<file path="src/rtl/alu_pkg.sv">
// Shared select codes, FSM encoding and select-code helpers for the
// alu_operand_stage slice.
package alu_pkg;

  localparam logic       LHS_RS    = 1'b0;
  localparam logic       LHS_RT    = 1'b1;

  localparam logic [1:0] RHS_RS    = 2'b00;
  localparam logic [1:0] RHS_RT    = 2'b01;
  localparam logic [1:0] RHS_SHAMT = 2'b10;
  localparam logic [1:0] RHS_IMM   = 2'b11;

  typedef enum logic {
    ST_RUN   = 1'b0,
    ST_STALL = 1'b1
  } state_e;

  function automatic logic lhs_sel(input logic shift_op);
    return shift_op ? LHS_RT : LHS_RS;
  endfunction

  function automatic logic [1:0] rhs_sel(input logic shift_op, input logic imm_op);
    logic [1:0] sel;
    case ({shift_op, imm_op})
      2'b10:   sel = RHS_RS;
      2'b11:   sel = RHS_SHAMT;
      2'b01:   sel = RHS_IMM;
      default: sel = RHS_RT;
    endcase
    return sel;
  endfunction

endpackage

</file>
<file path="src/rtl/alu_operand_stage_fwd_mux.sv">
// Single-source forward selector: EX result beats MEM result beats the
// register file; register 0 is never forwarded.
module fwd_mux #(
  parameter int DATA_W     = 32,
  parameter int REG_ADDR_W = 5
) (
  input  logic [REG_ADDR_W-1:0] src_addr,
  input  logic [DATA_W-1:0]     rf_data,
  input  logic                  ex_wr_valid,
  input  logic                  ex_is_load,
  input  logic [REG_ADDR_W-1:0] ex_wr_addr,
  input  logic [DATA_W-1:0]     ex_wr_data,
  input  logic                  mem_wr_valid,
  input  logic [REG_ADDR_W-1:0] mem_wr_addr,
  input  logic [DATA_W-1:0]     mem_wr_data,
  output logic [DATA_W-1:0]     fwd_data,
  output logic                  fwd_hit
);

  logic nonzero;
  logic ex_hit;
  logic mem_hit;

  // A load in EX has no data yet, so it falls through to MEM/RF here;
  // the stage stalls on it separately when the source is actually used.
  assign nonzero = (src_addr != '0);
  assign ex_hit  = nonzero && ex_wr_valid && !ex_is_load && (ex_wr_addr == src_addr);
  assign mem_hit = nonzero && mem_wr_valid && (mem_wr_addr == src_addr);

  always_comb begin
    fwd_data = rf_data;
    if (ex_hit) begin
      fwd_data = ex_wr_data;
    end else if (mem_hit) begin
      fwd_data = mem_wr_data;
    end
  end

  assign fwd_hit = ex_hit || mem_hit;

endmodule

</file>
<file path="src/rtl/alu_operand_stage.sv">
// Registered ID/EX operand stage: select codes, operand muxing, EX/MEM
// forwarding, load-use stall and a valid/ready output register.
// Optional statistics counters are enabled by defining ALU_OPSTAGE_STATS_EN.
module alu_operand_stage
  import alu_pkg::*;
#(
  parameter int DATA_W     = 32,
  parameter int IMM_W      = 16,
  parameter int SHAMT_W    = 5,
  parameter int REG_ADDR_W = 5
) (
  input  logic                  clock,
  input  logic                  reset,
  input  logic                  i_valid,
  output logic                  o_in_ready,
  input  logic                  i_imm_op,
  input  logic                  i_shift_op,
  input  logic                  i_imm_signed,
  input  logic [REG_ADDR_W-1:0] i_rs_addr,
  input  logic [REG_ADDR_W-1:0] i_rt_addr,
  input  logic [DATA_W-1:0]     i_rs_data,
  input  logic [DATA_W-1:0]     i_rt_data,
  input  logic [IMM_W-1:0]      i_imm,
  input  logic [SHAMT_W-1:0]    i_shamt,
  input  logic                  i_ex_wr_valid,
  input  logic                  i_ex_is_load,
  input  logic [REG_ADDR_W-1:0] i_ex_wr_addr,
  input  logic [DATA_W-1:0]     i_ex_wr_data,
  input  logic                  i_mem_wr_valid,
  input  logic [REG_ADDR_W-1:0] i_mem_wr_addr,
  input  logic [DATA_W-1:0]     i_mem_wr_data,
  output logic                  o_valid,
  input  logic                  i_out_ready,
  output logic [DATA_W-1:0]     o_lhs,
  output logic [DATA_W-1:0]     o_rhs,
  output logic                  o_lhs_ctrl,
  output logic [1:0]            o_rhs_ctrl,
  output logic                  o_stall,
  output state_e                o_state
`ifdef ALU_OPSTAGE_STATS_EN
  ,
  output logic [15:0]           o_stall_cnt,
  output logic [15:0]           o_fwd_cnt
`endif
);

  state_e            state_q, state_d;
  logic              rs_used, rt_used;
  logic              rs_hazard, rt_hazard, hazard;
  logic              accept;
  logic              lhs_ctrl_d;
  logic [1:0]        rhs_ctrl_d;
  logic [DATA_W-1:0] rs_val, rt_val;
  logic              rs_fwd, rt_fwd;
  logic [DATA_W-1:0] imm_ext;
  logic [DATA_W-1:0] lhs_d, rhs_d;

  assign rs_used = !(i_shift_op && i_imm_op);
  assign rt_used = !(!i_shift_op && i_imm_op);

  assign rs_hazard = rs_used && (i_rs_addr != '0) && (i_rs_addr == i_ex_wr_addr);
  assign rt_hazard = rt_used && (i_rt_addr != '0) && (i_rt_addr == i_ex_wr_addr);
  assign hazard    = i_valid && i_ex_wr_valid && i_ex_is_load && (rs_hazard || rt_hazard);

  // Handshake: a transfer happens on a rising edge where valid and ready are
  // both high; o_valid never drops and o_* never change until that transfer.
  assign o_in_ready = !hazard && (!o_valid || i_out_ready);
  assign accept     = i_valid && o_in_ready;
  assign o_stall    = hazard;
  assign o_state    = state_q;

  fwd_mux #(.DATA_W(DATA_W), .REG_ADDR_W(REG_ADDR_W)) u_fwd_rs (
    .src_addr    (i_rs_addr),
    .rf_data     (i_rs_data),
    .ex_wr_valid (i_ex_wr_valid),
    .ex_is_load  (i_ex_is_load),
    .ex_wr_addr  (i_ex_wr_addr),
    .ex_wr_data  (i_ex_wr_data),
    .mem_wr_valid(i_mem_wr_valid),
    .mem_wr_addr (i_mem_wr_addr),
    .mem_wr_data (i_mem_wr_data),
    .fwd_data    (rs_val),
    .fwd_hit     (rs_fwd)
  );

  fwd_mux #(.DATA_W(DATA_W), .REG_ADDR_W(REG_ADDR_W)) u_fwd_rt (
    .src_addr    (i_rt_addr),
    .rf_data     (i_rt_data),
    .ex_wr_valid (i_ex_wr_valid),
    .ex_is_load  (i_ex_is_load),
    .ex_wr_addr  (i_ex_wr_addr),
    .ex_wr_data  (i_ex_wr_data),
    .mem_wr_valid(i_mem_wr_valid),
    .mem_wr_addr (i_mem_wr_addr),
    .mem_wr_data (i_mem_wr_data),
    .fwd_data    (rt_val),
    .fwd_hit     (rt_fwd)
  );

  assign lhs_ctrl_d = lhs_sel(i_shift_op);
  assign rhs_ctrl_d = rhs_sel(i_shift_op, i_imm_op);
  assign imm_ext    = i_imm_signed ? DATA_W'($signed(i_imm)) : DATA_W'(i_imm);

  always_comb begin
    lhs_d = (lhs_ctrl_d == LHS_RT) ? rt_val : rs_val;
    rhs_d = rt_val;
    case (rhs_ctrl_d)
      RHS_RS:    rhs_d = rs_val;
      RHS_RT:    rhs_d = rt_val;
      RHS_SHAMT: rhs_d = DATA_W'(i_shamt);
      RHS_IMM:   rhs_d = imm_ext;
      default:   rhs_d = rt_val;
    endcase
  end

  always_comb begin
    state_d = state_q;
    case (state_q)
      ST_RUN:   if (hazard)  state_d = ST_STALL;
      ST_STALL: if (!hazard) state_d = ST_RUN;
      default:  state_d = ST_RUN;
    endcase
  end

  always_ff @(posedge clock) begin
    if (reset) begin
      state_q <= ST_RUN;
    end else begin
      state_q <= state_d;
    end
  end

  always_ff @(posedge clock) begin
    if (reset) begin
      o_valid    <= 1'b0;
      o_lhs      <= '0;
      o_rhs      <= '0;
      o_lhs_ctrl <= LHS_RS;
      o_rhs_ctrl <= RHS_RT;
    end else if (accept) begin
      o_valid    <= 1'b1;
      o_lhs      <= lhs_d;
      o_rhs      <= rhs_d;
      o_lhs_ctrl <= lhs_ctrl_d;
      o_rhs_ctrl <= rhs_ctrl_d;
    end else if (i_out_ready) begin
      o_valid    <= 1'b0;
    end
  end

`ifdef ALU_OPSTAGE_STATS_EN
  logic fwd_any;
  assign fwd_any = (rs_used && rs_fwd) || (rt_used && rt_fwd);

  always_ff @(posedge clock) begin
    if (reset) begin
      o_stall_cnt <= '0;
      o_fwd_cnt   <= '0;
    end else begin
      if (o_stall && (o_stall_cnt != 16'hFFFF)) o_stall_cnt <= o_stall_cnt + 16'd1;
      if (accept && fwd_any && (o_fwd_cnt != 16'hFFFF)) o_fwd_cnt <= o_fwd_cnt + 16'd1;
    end
  end
`else
  logic unused_fwd;
  assign unused_fwd = rs_fwd ^ rt_fwd;
`endif

endmodule

</file>
<file path="config.mk">
export PLATFORM = sky130hd
export DESIGN_NAME = alu_operand_stage
export DESIGN_NICKNAME = d
export VERILOG_FILES = /design/src/rtl/alu_pkg.sv /design/src/rtl/alu_operand_stage_fwd_mux.sv /design/src/rtl/alu_operand_stage.sv
export SDC_FILE = /design/constraint.sdc
export NUM_CORES = 1
export LEC_CHECK = 0
export CAP_MARGIN = 20
export CORE_MARGIN = 2
export CORE_UTILIZATION = 40
export CTS_BUF_LIST = sky130_fd_sc_hd__clkbuf_8
export DETAILED_ROUTE_END_ITERATION = 12
export PLACE_DENSITY = 0.79
export SYNTH_ARGS = -nofsm -noshare
export SYNTH_HDL_FRONTEND = slang
export SYNTH_SLANG_ARGS = --single-unit
</file>
<file path="constraint.sdc">
create_clock -name clock -period 3.7 [get_ports clock]
set_clock_uncertainty 0.2 [all_clocks]
set_input_delay 0.37 -clock clock [delete_from_list [all_inputs] [get_ports clock]]
set_output_delay 0.37 -clock clock [all_outputs]
set_load 0.02 [all_outputs]
</file>
* Word level (Yosys, flattened, before mapping) *
Cells that the tools add are included.

cells by class
  $add $sub $neg = 0
  multipliers = 0
  divide/modulo/power cells = 0
  magnitude comparators = 0
  equality and inequality tests = 12
  shift operators = 0
  mux-type cells = 12
  bitwise gates (word level) = 0
  reductions and logical operators = 33

operator list
  operator                                                               count
  32-bit two-way mux                                                     6
  32-bit case mux with 4 select lines                                    1
  5-bit equality test                                                    6
  1-bit logical AND                                                      21
  5-bit nonzero test                                                     2
  2-bit equality test, second input constant                             4
  1-bit logical NOT                                                      6
  2-bit case mux with 3 select lines                                     1
  2-bit by 1-bit equality test with 1-bit output, second input constant  2
  1-bit two-way mux                                                      4
  2-bit logical NOT                                                      1
  1-bit logical OR                                                       2
  2-bit nonzero test                                                     1

storage, ports and cells
  bits in registers = 69
  latch bits = 0
  bits in writable memories = 0
  memory bits (read-only) = 0
  input bits = 179
  output and inout port bits = 71
  memories = 0

* Depth between registers and ports, before layout *
  word-level depth = 11
  gate-level depth with buffers = 10

* Cells and area by module *
Synthesis repeated with hierarchy kept, for this count alone.

second synthesis, totals
  cell total of the unflattened synthesis = 785
  area total of the unflattened synthesis = 5904.4 um^2

by module, submodules not included
  module             instances  cells each  area an instance (um^2)
  alu_operand_stage  1          435         3822.4
  fwd_mux            2          175         1041.0

* Least setup slack after synthesis *
No wires, ideal clock.

  path type = input-to-output
  start point = input i_rs_addr[2]
  end point = output o_in_ready
  data arrival time = 1.926 ns
  slack = 1.204 ns
  cell stages on the path = 5
  buffers on the path = 0
  cell sequence = or4_4 o211ai_2 o32ai_1 and4_1 nor2b_1

between the ends
  cells in the longest elaborated chain, start to end = 7
  elaborated cells between the ends (all ways) = 8
  those cells by class = 1 x eq/ne; 7 x reduce/logical

RTL lines
  element              RTL line                 source
  from (decl)          alu_operand_stage.sv:19  input logic [REG_ADDR_W-1:0] i_rs_addr,
  5-bit nonzero test   alu_operand_stage.sv:61  assign rs_hazard = rs_used && (i_rs_addr != '0) && (i_rs_addr == i_ex_wr_addr);
  1-bit logical AND    alu_operand_stage.sv:61
  1-bit logical AND *  alu_operand_stage.sv:61
  1-bit logical OR *   alu_operand_stage.sv:63  assign hazard = i_valid && i_ex_wr_valid && i_ex_is_load && (rs_hazard || rt_hazard);
  1-bit logical AND *  alu_operand_stage.sv:63
  named net o_stall    alu_operand_stage.sv:38  output logic o_stall,
  1-bit logical NOT *  n/a
  1-bit logical AND *  alu_operand_stage.sv:67  assign o_in_ready = !hazard && (!o_valid || i_out_ready);
  to (decl)            alu_operand_stage.sv:15  output logic o_in_ready,

The timed path passes the listed nets; every way through them passes the cells marked *.

* Worst setup path in the final report *
  start point = input i_rt_addr[0]
  end point = output o_in_ready

between the ends
  cells in the longest elaborated chain, start to end = 7
  elaborated cells between the ends (all ways) = 8
  those cells by class = 1 x eq/ne; 7 x reduce/logical

RTL lines
  element              RTL line                 source
  from (decl)          alu_operand_stage.sv:20  input logic [REG_ADDR_W-1:0] i_rt_addr,
  5-bit nonzero test   alu_operand_stage.sv:62  assign rt_hazard = rt_used && (i_rt_addr != '0) && (i_rt_addr == i_ex_wr_addr);
  1-bit logical AND    alu_operand_stage.sv:62
  1-bit logical AND *  alu_operand_stage.sv:62
  1-bit logical OR *   alu_operand_stage.sv:63
  1-bit logical AND *  alu_operand_stage.sv:63
  1-bit logical NOT *  n/a
  1-bit logical AND *  alu_operand_stage.sv:67

Every way passes the cells marked *; elsewhere a longest branch is shown, timed or not.

==> key figures <==
Synth
  • Cell area after synthesis: 0.005202 sq mm
  • Sequential share of the synthesized area: 26.55%
  • FF+latch count, synth: 69
  • Syn Nets: 898
  • Top cells by area, synth: dfxtp_1 27%, nand3_1 6.4%, nor2_1 6.4%
  • Yosys warnings: 0
  • Syn Area/Cell: 7.236 sq um
  • Synth top area share: 26.55%
  • Library cells used by synthesis: 41
  • Largest area contributor in the netlist: dfxtp_1
  • Cells after Synth: 719

CTS
  • # Post-CTS Setup Buffers: 0
  • Worst-path clk slew: 0.08 ns
  • Post-CTS Hold Buffers: 0
  • Inserted Clock Buffers: 9
  • H-tree Lvls: 3
  • TritonCTS clock tree: built
  • Post-CTS resize count: 0
  • Clock latency on the worst-skew pair: 0.36 ns
  • Root buf cell: clkbuf_8
  • CTS Buffer Depth: 2
  • Clk sink count: 69

Status
  • Status: finished clean

Drt
  • Vias/cell: 6.375
  • Total detailed-routing wirelength: 22.91 mm
  • Drt wl/cell: 20.68 um
  • Routed vias: 7064
  • DRC errors left: 0
  • Initial DRC count: 1033
  • DRT Pass-1 Iters: 6
  • Routed Antenna Nets: 0

Hold path
  • Hold path depth: 2
  • Worst hold path startpoint: o_rhs_ctrl[1]
  • Worst hold path class: reg2reg
  • Worst min-delay path endpoint: o_rhs_ctrl[1]

Layout
  • Area Overhead vs Synth: 54.43%
  • Layout Cells excl Fill: 1108
  • Diode count: 0
  • Final #Nets: 1110
  • Most frequent cells in the layout: 247 x clkdlybuf4s50_1, 89 x nor2_1, 69 x nand2_1, 69 x dfxtp_1, 67 x nand3_1
  • Most common cell after layout, fill and taps aside: clkdlybuf4s50_1
  • Layout cells sized above 1: 6.410%

Timing
  • Fin. Hold Viols: 0
  • Final setup TNS: 0 ns
  • # setup viols final: 0
  • Headroom to the max-slew limit: 21.18%
  • Fin crit period: 3.271 ns
  • Final slew viol count: 0
  • Least-Margin Pin Slew: 1.182 ns
  • Crit share post-route: 88.41%
  • RSZ-0062 raised after global routing: no
  • Fmax: 305.7 MHz

Global route
  • Largest net degree at the start of global routing: 71
  • Vias in the first global route: 6945
  • Overflow after GRT: 0
  • First-pass GRT wire length: 35.98 mm
  • Initial antenna violation count: 0
  • Total track usage: 32.14%

Power
  • Leak: 2.737 nW
  • Power per Cell Area: 304.9 mW/mm^2
  • Final total power: 2.450 mW
  • Peak VDD IR: 0.0002214 V

Placed design
  • I/O Buffers: 249
  • Dpl cells: 1092
  • Final RePlAce weighted congestion: 0.8968
  • Detailed Place HPWL: 15.81 mm

Setup path
  • Req. time, crit path: 3.13 ns
  • Slowest cell on crit path: clkdlybuf4s50_1
  • Cells on worst reg2reg path: 6
  • CP most frequent cell: clkdlybuf4s50_1
  • Startpoint types: primary input
  • R2R Path End: o_lhs[6]
  • R2r setup slk: 1.93 ns
  • Crit Path Max Fanout: 3
  • Worst R2R Start: o_valid
  • CP top delay family: buffers and inverters
  • Crit path kind: in2out
  • Buf+Inv Stages, Crit Path: 2
  • CP peak stage delay: 0.60 ns
  • Critical Path AT: 2.70 ns
  • Crit path depth: 7
  • Worst path cell trace: clkdlybuf4s50_1, or4_4, o211ai_2, o32ai_1, and4_1, nor2b_1, clkdlybuf4s50_1
  • Nature of the critical path endpoint: primary output

Die
  • Rows: 41
  • Initial Util: 41.06%
  • Chip height: 118.0 um
  • DIE AREA: 0.01393 sq mm
  • Core footprint: 0.01267 sq mm
  • I/O pins: 250
  • Die extent in x: 118.0 um

Job
  • # Max-Cap Violations: 0
## metal layers
metal	up-vias	track usage, %	routed length, um
met5	-	0	0
met2	546	52.94	10630
met4	0	18.67	1146
met3	106	6.202	2429
met1	3229	38.94	8706
li1	3183	-	-
## synth_stat cells, drive strengths merged
master and number:
nor2 89, nand2 70, dfxtp 69, nand3 67, clkbuf 53, o21ai 49
a311oi 35, a31oi 34, nand2b 26, buf 25, nor3 22, o32ai 22
a221oi 21, a311o 20, o211ai 20, xnor2 20, nor4 12, a21oi 11
a22oi 11, a211oi 8, a211o 6, mux2i 5, o22a 5, nor2b 4
and4 3, nand4 3, o211a 2, or4 2, a31o 1, inv 1
nand4b 1, or2 1, or3 1
## state kept, by name, indices dropped and copies added (netlist names)
name        flops
o_lhs          32
o_lhs_ctrl      1
o_rhs          32
o_rhs_ctrl      2
o_state         1
o_valid         1
## stage by stage
stage / instance area [sq um] / utilization, % / hold WS [ns] / worst slack [ns]
floorplan: 5202 / - / 0.3345 / 1.204
global placement: 7809 / 61.63 / 0.2456 / 0.3452
detailed placement: 7809 / 61.63 / 0.2529 / 0.2622
CTS: 8034 / 63.40 / 0.2625 / 0.4349
global route: 8034 / 63.40 / 0.2854 / 0.2871
finish: 8034 / 63.40 / 0.2629 / 0.4289
## area by class of cell
class	instances	area (sq um)
Clock inverter	5	73.82
Sequential cell	69	1381
Tap cell	172	215.2
Inverter	1	3.754
Fill cell	1146	4637
Multi-Input combinational cell	571	3476
Timing Repair Buffer	279	2733
Clock buffer	11	151.4
## cells by family (layout without fill, tap and decap cells)
logic type / Yosys count / in the layout / synth area share [%]
simple gates: 301 / 301 / 26.84
mux: 5 / 5 / 0.9620
xor+xnor: 20 / 20 / 3.367
flops: 69 / 69 / 26.55
compound gates: 245 / 245 / 35.28
buf+inv: 79 / 296 / 6.998
## worst max-delay path by stage
stage,end,start
3_3_place_gp,o_rhs[13],i_rs_addr[2]
2_1_floorplan,o_in_ready,i_rs_addr[2]
3_5_place_dp,o_lhs[6],i_rs_addr[2]
6_report,o_in_ready,i_rt_addr[0]
5_1_grt,o_in_ready,i_rt_addr[0]
4_1_cts,o_in_ready,i_rt_addr[0]
## power by group
| part | leakage (nW) | switching [mW] | internal (mW) |
|---|---|---|---|
| registers | 0.571 | 0.0367 | 0.804 |
| clock network | 0.121 | 0.318 | 0.412 |
| logic | 2.05 | 0.453 | 0.426 |
## tightest hold or removal path: cells and delay by family, from the launching register on
family             cells  cell delay (ns)
DFF                    1             0.32
and+or+nand+nor        1             0.05
AOI/OAI and AO/OA      1             0.05
(Power assumes the default switching activity.)
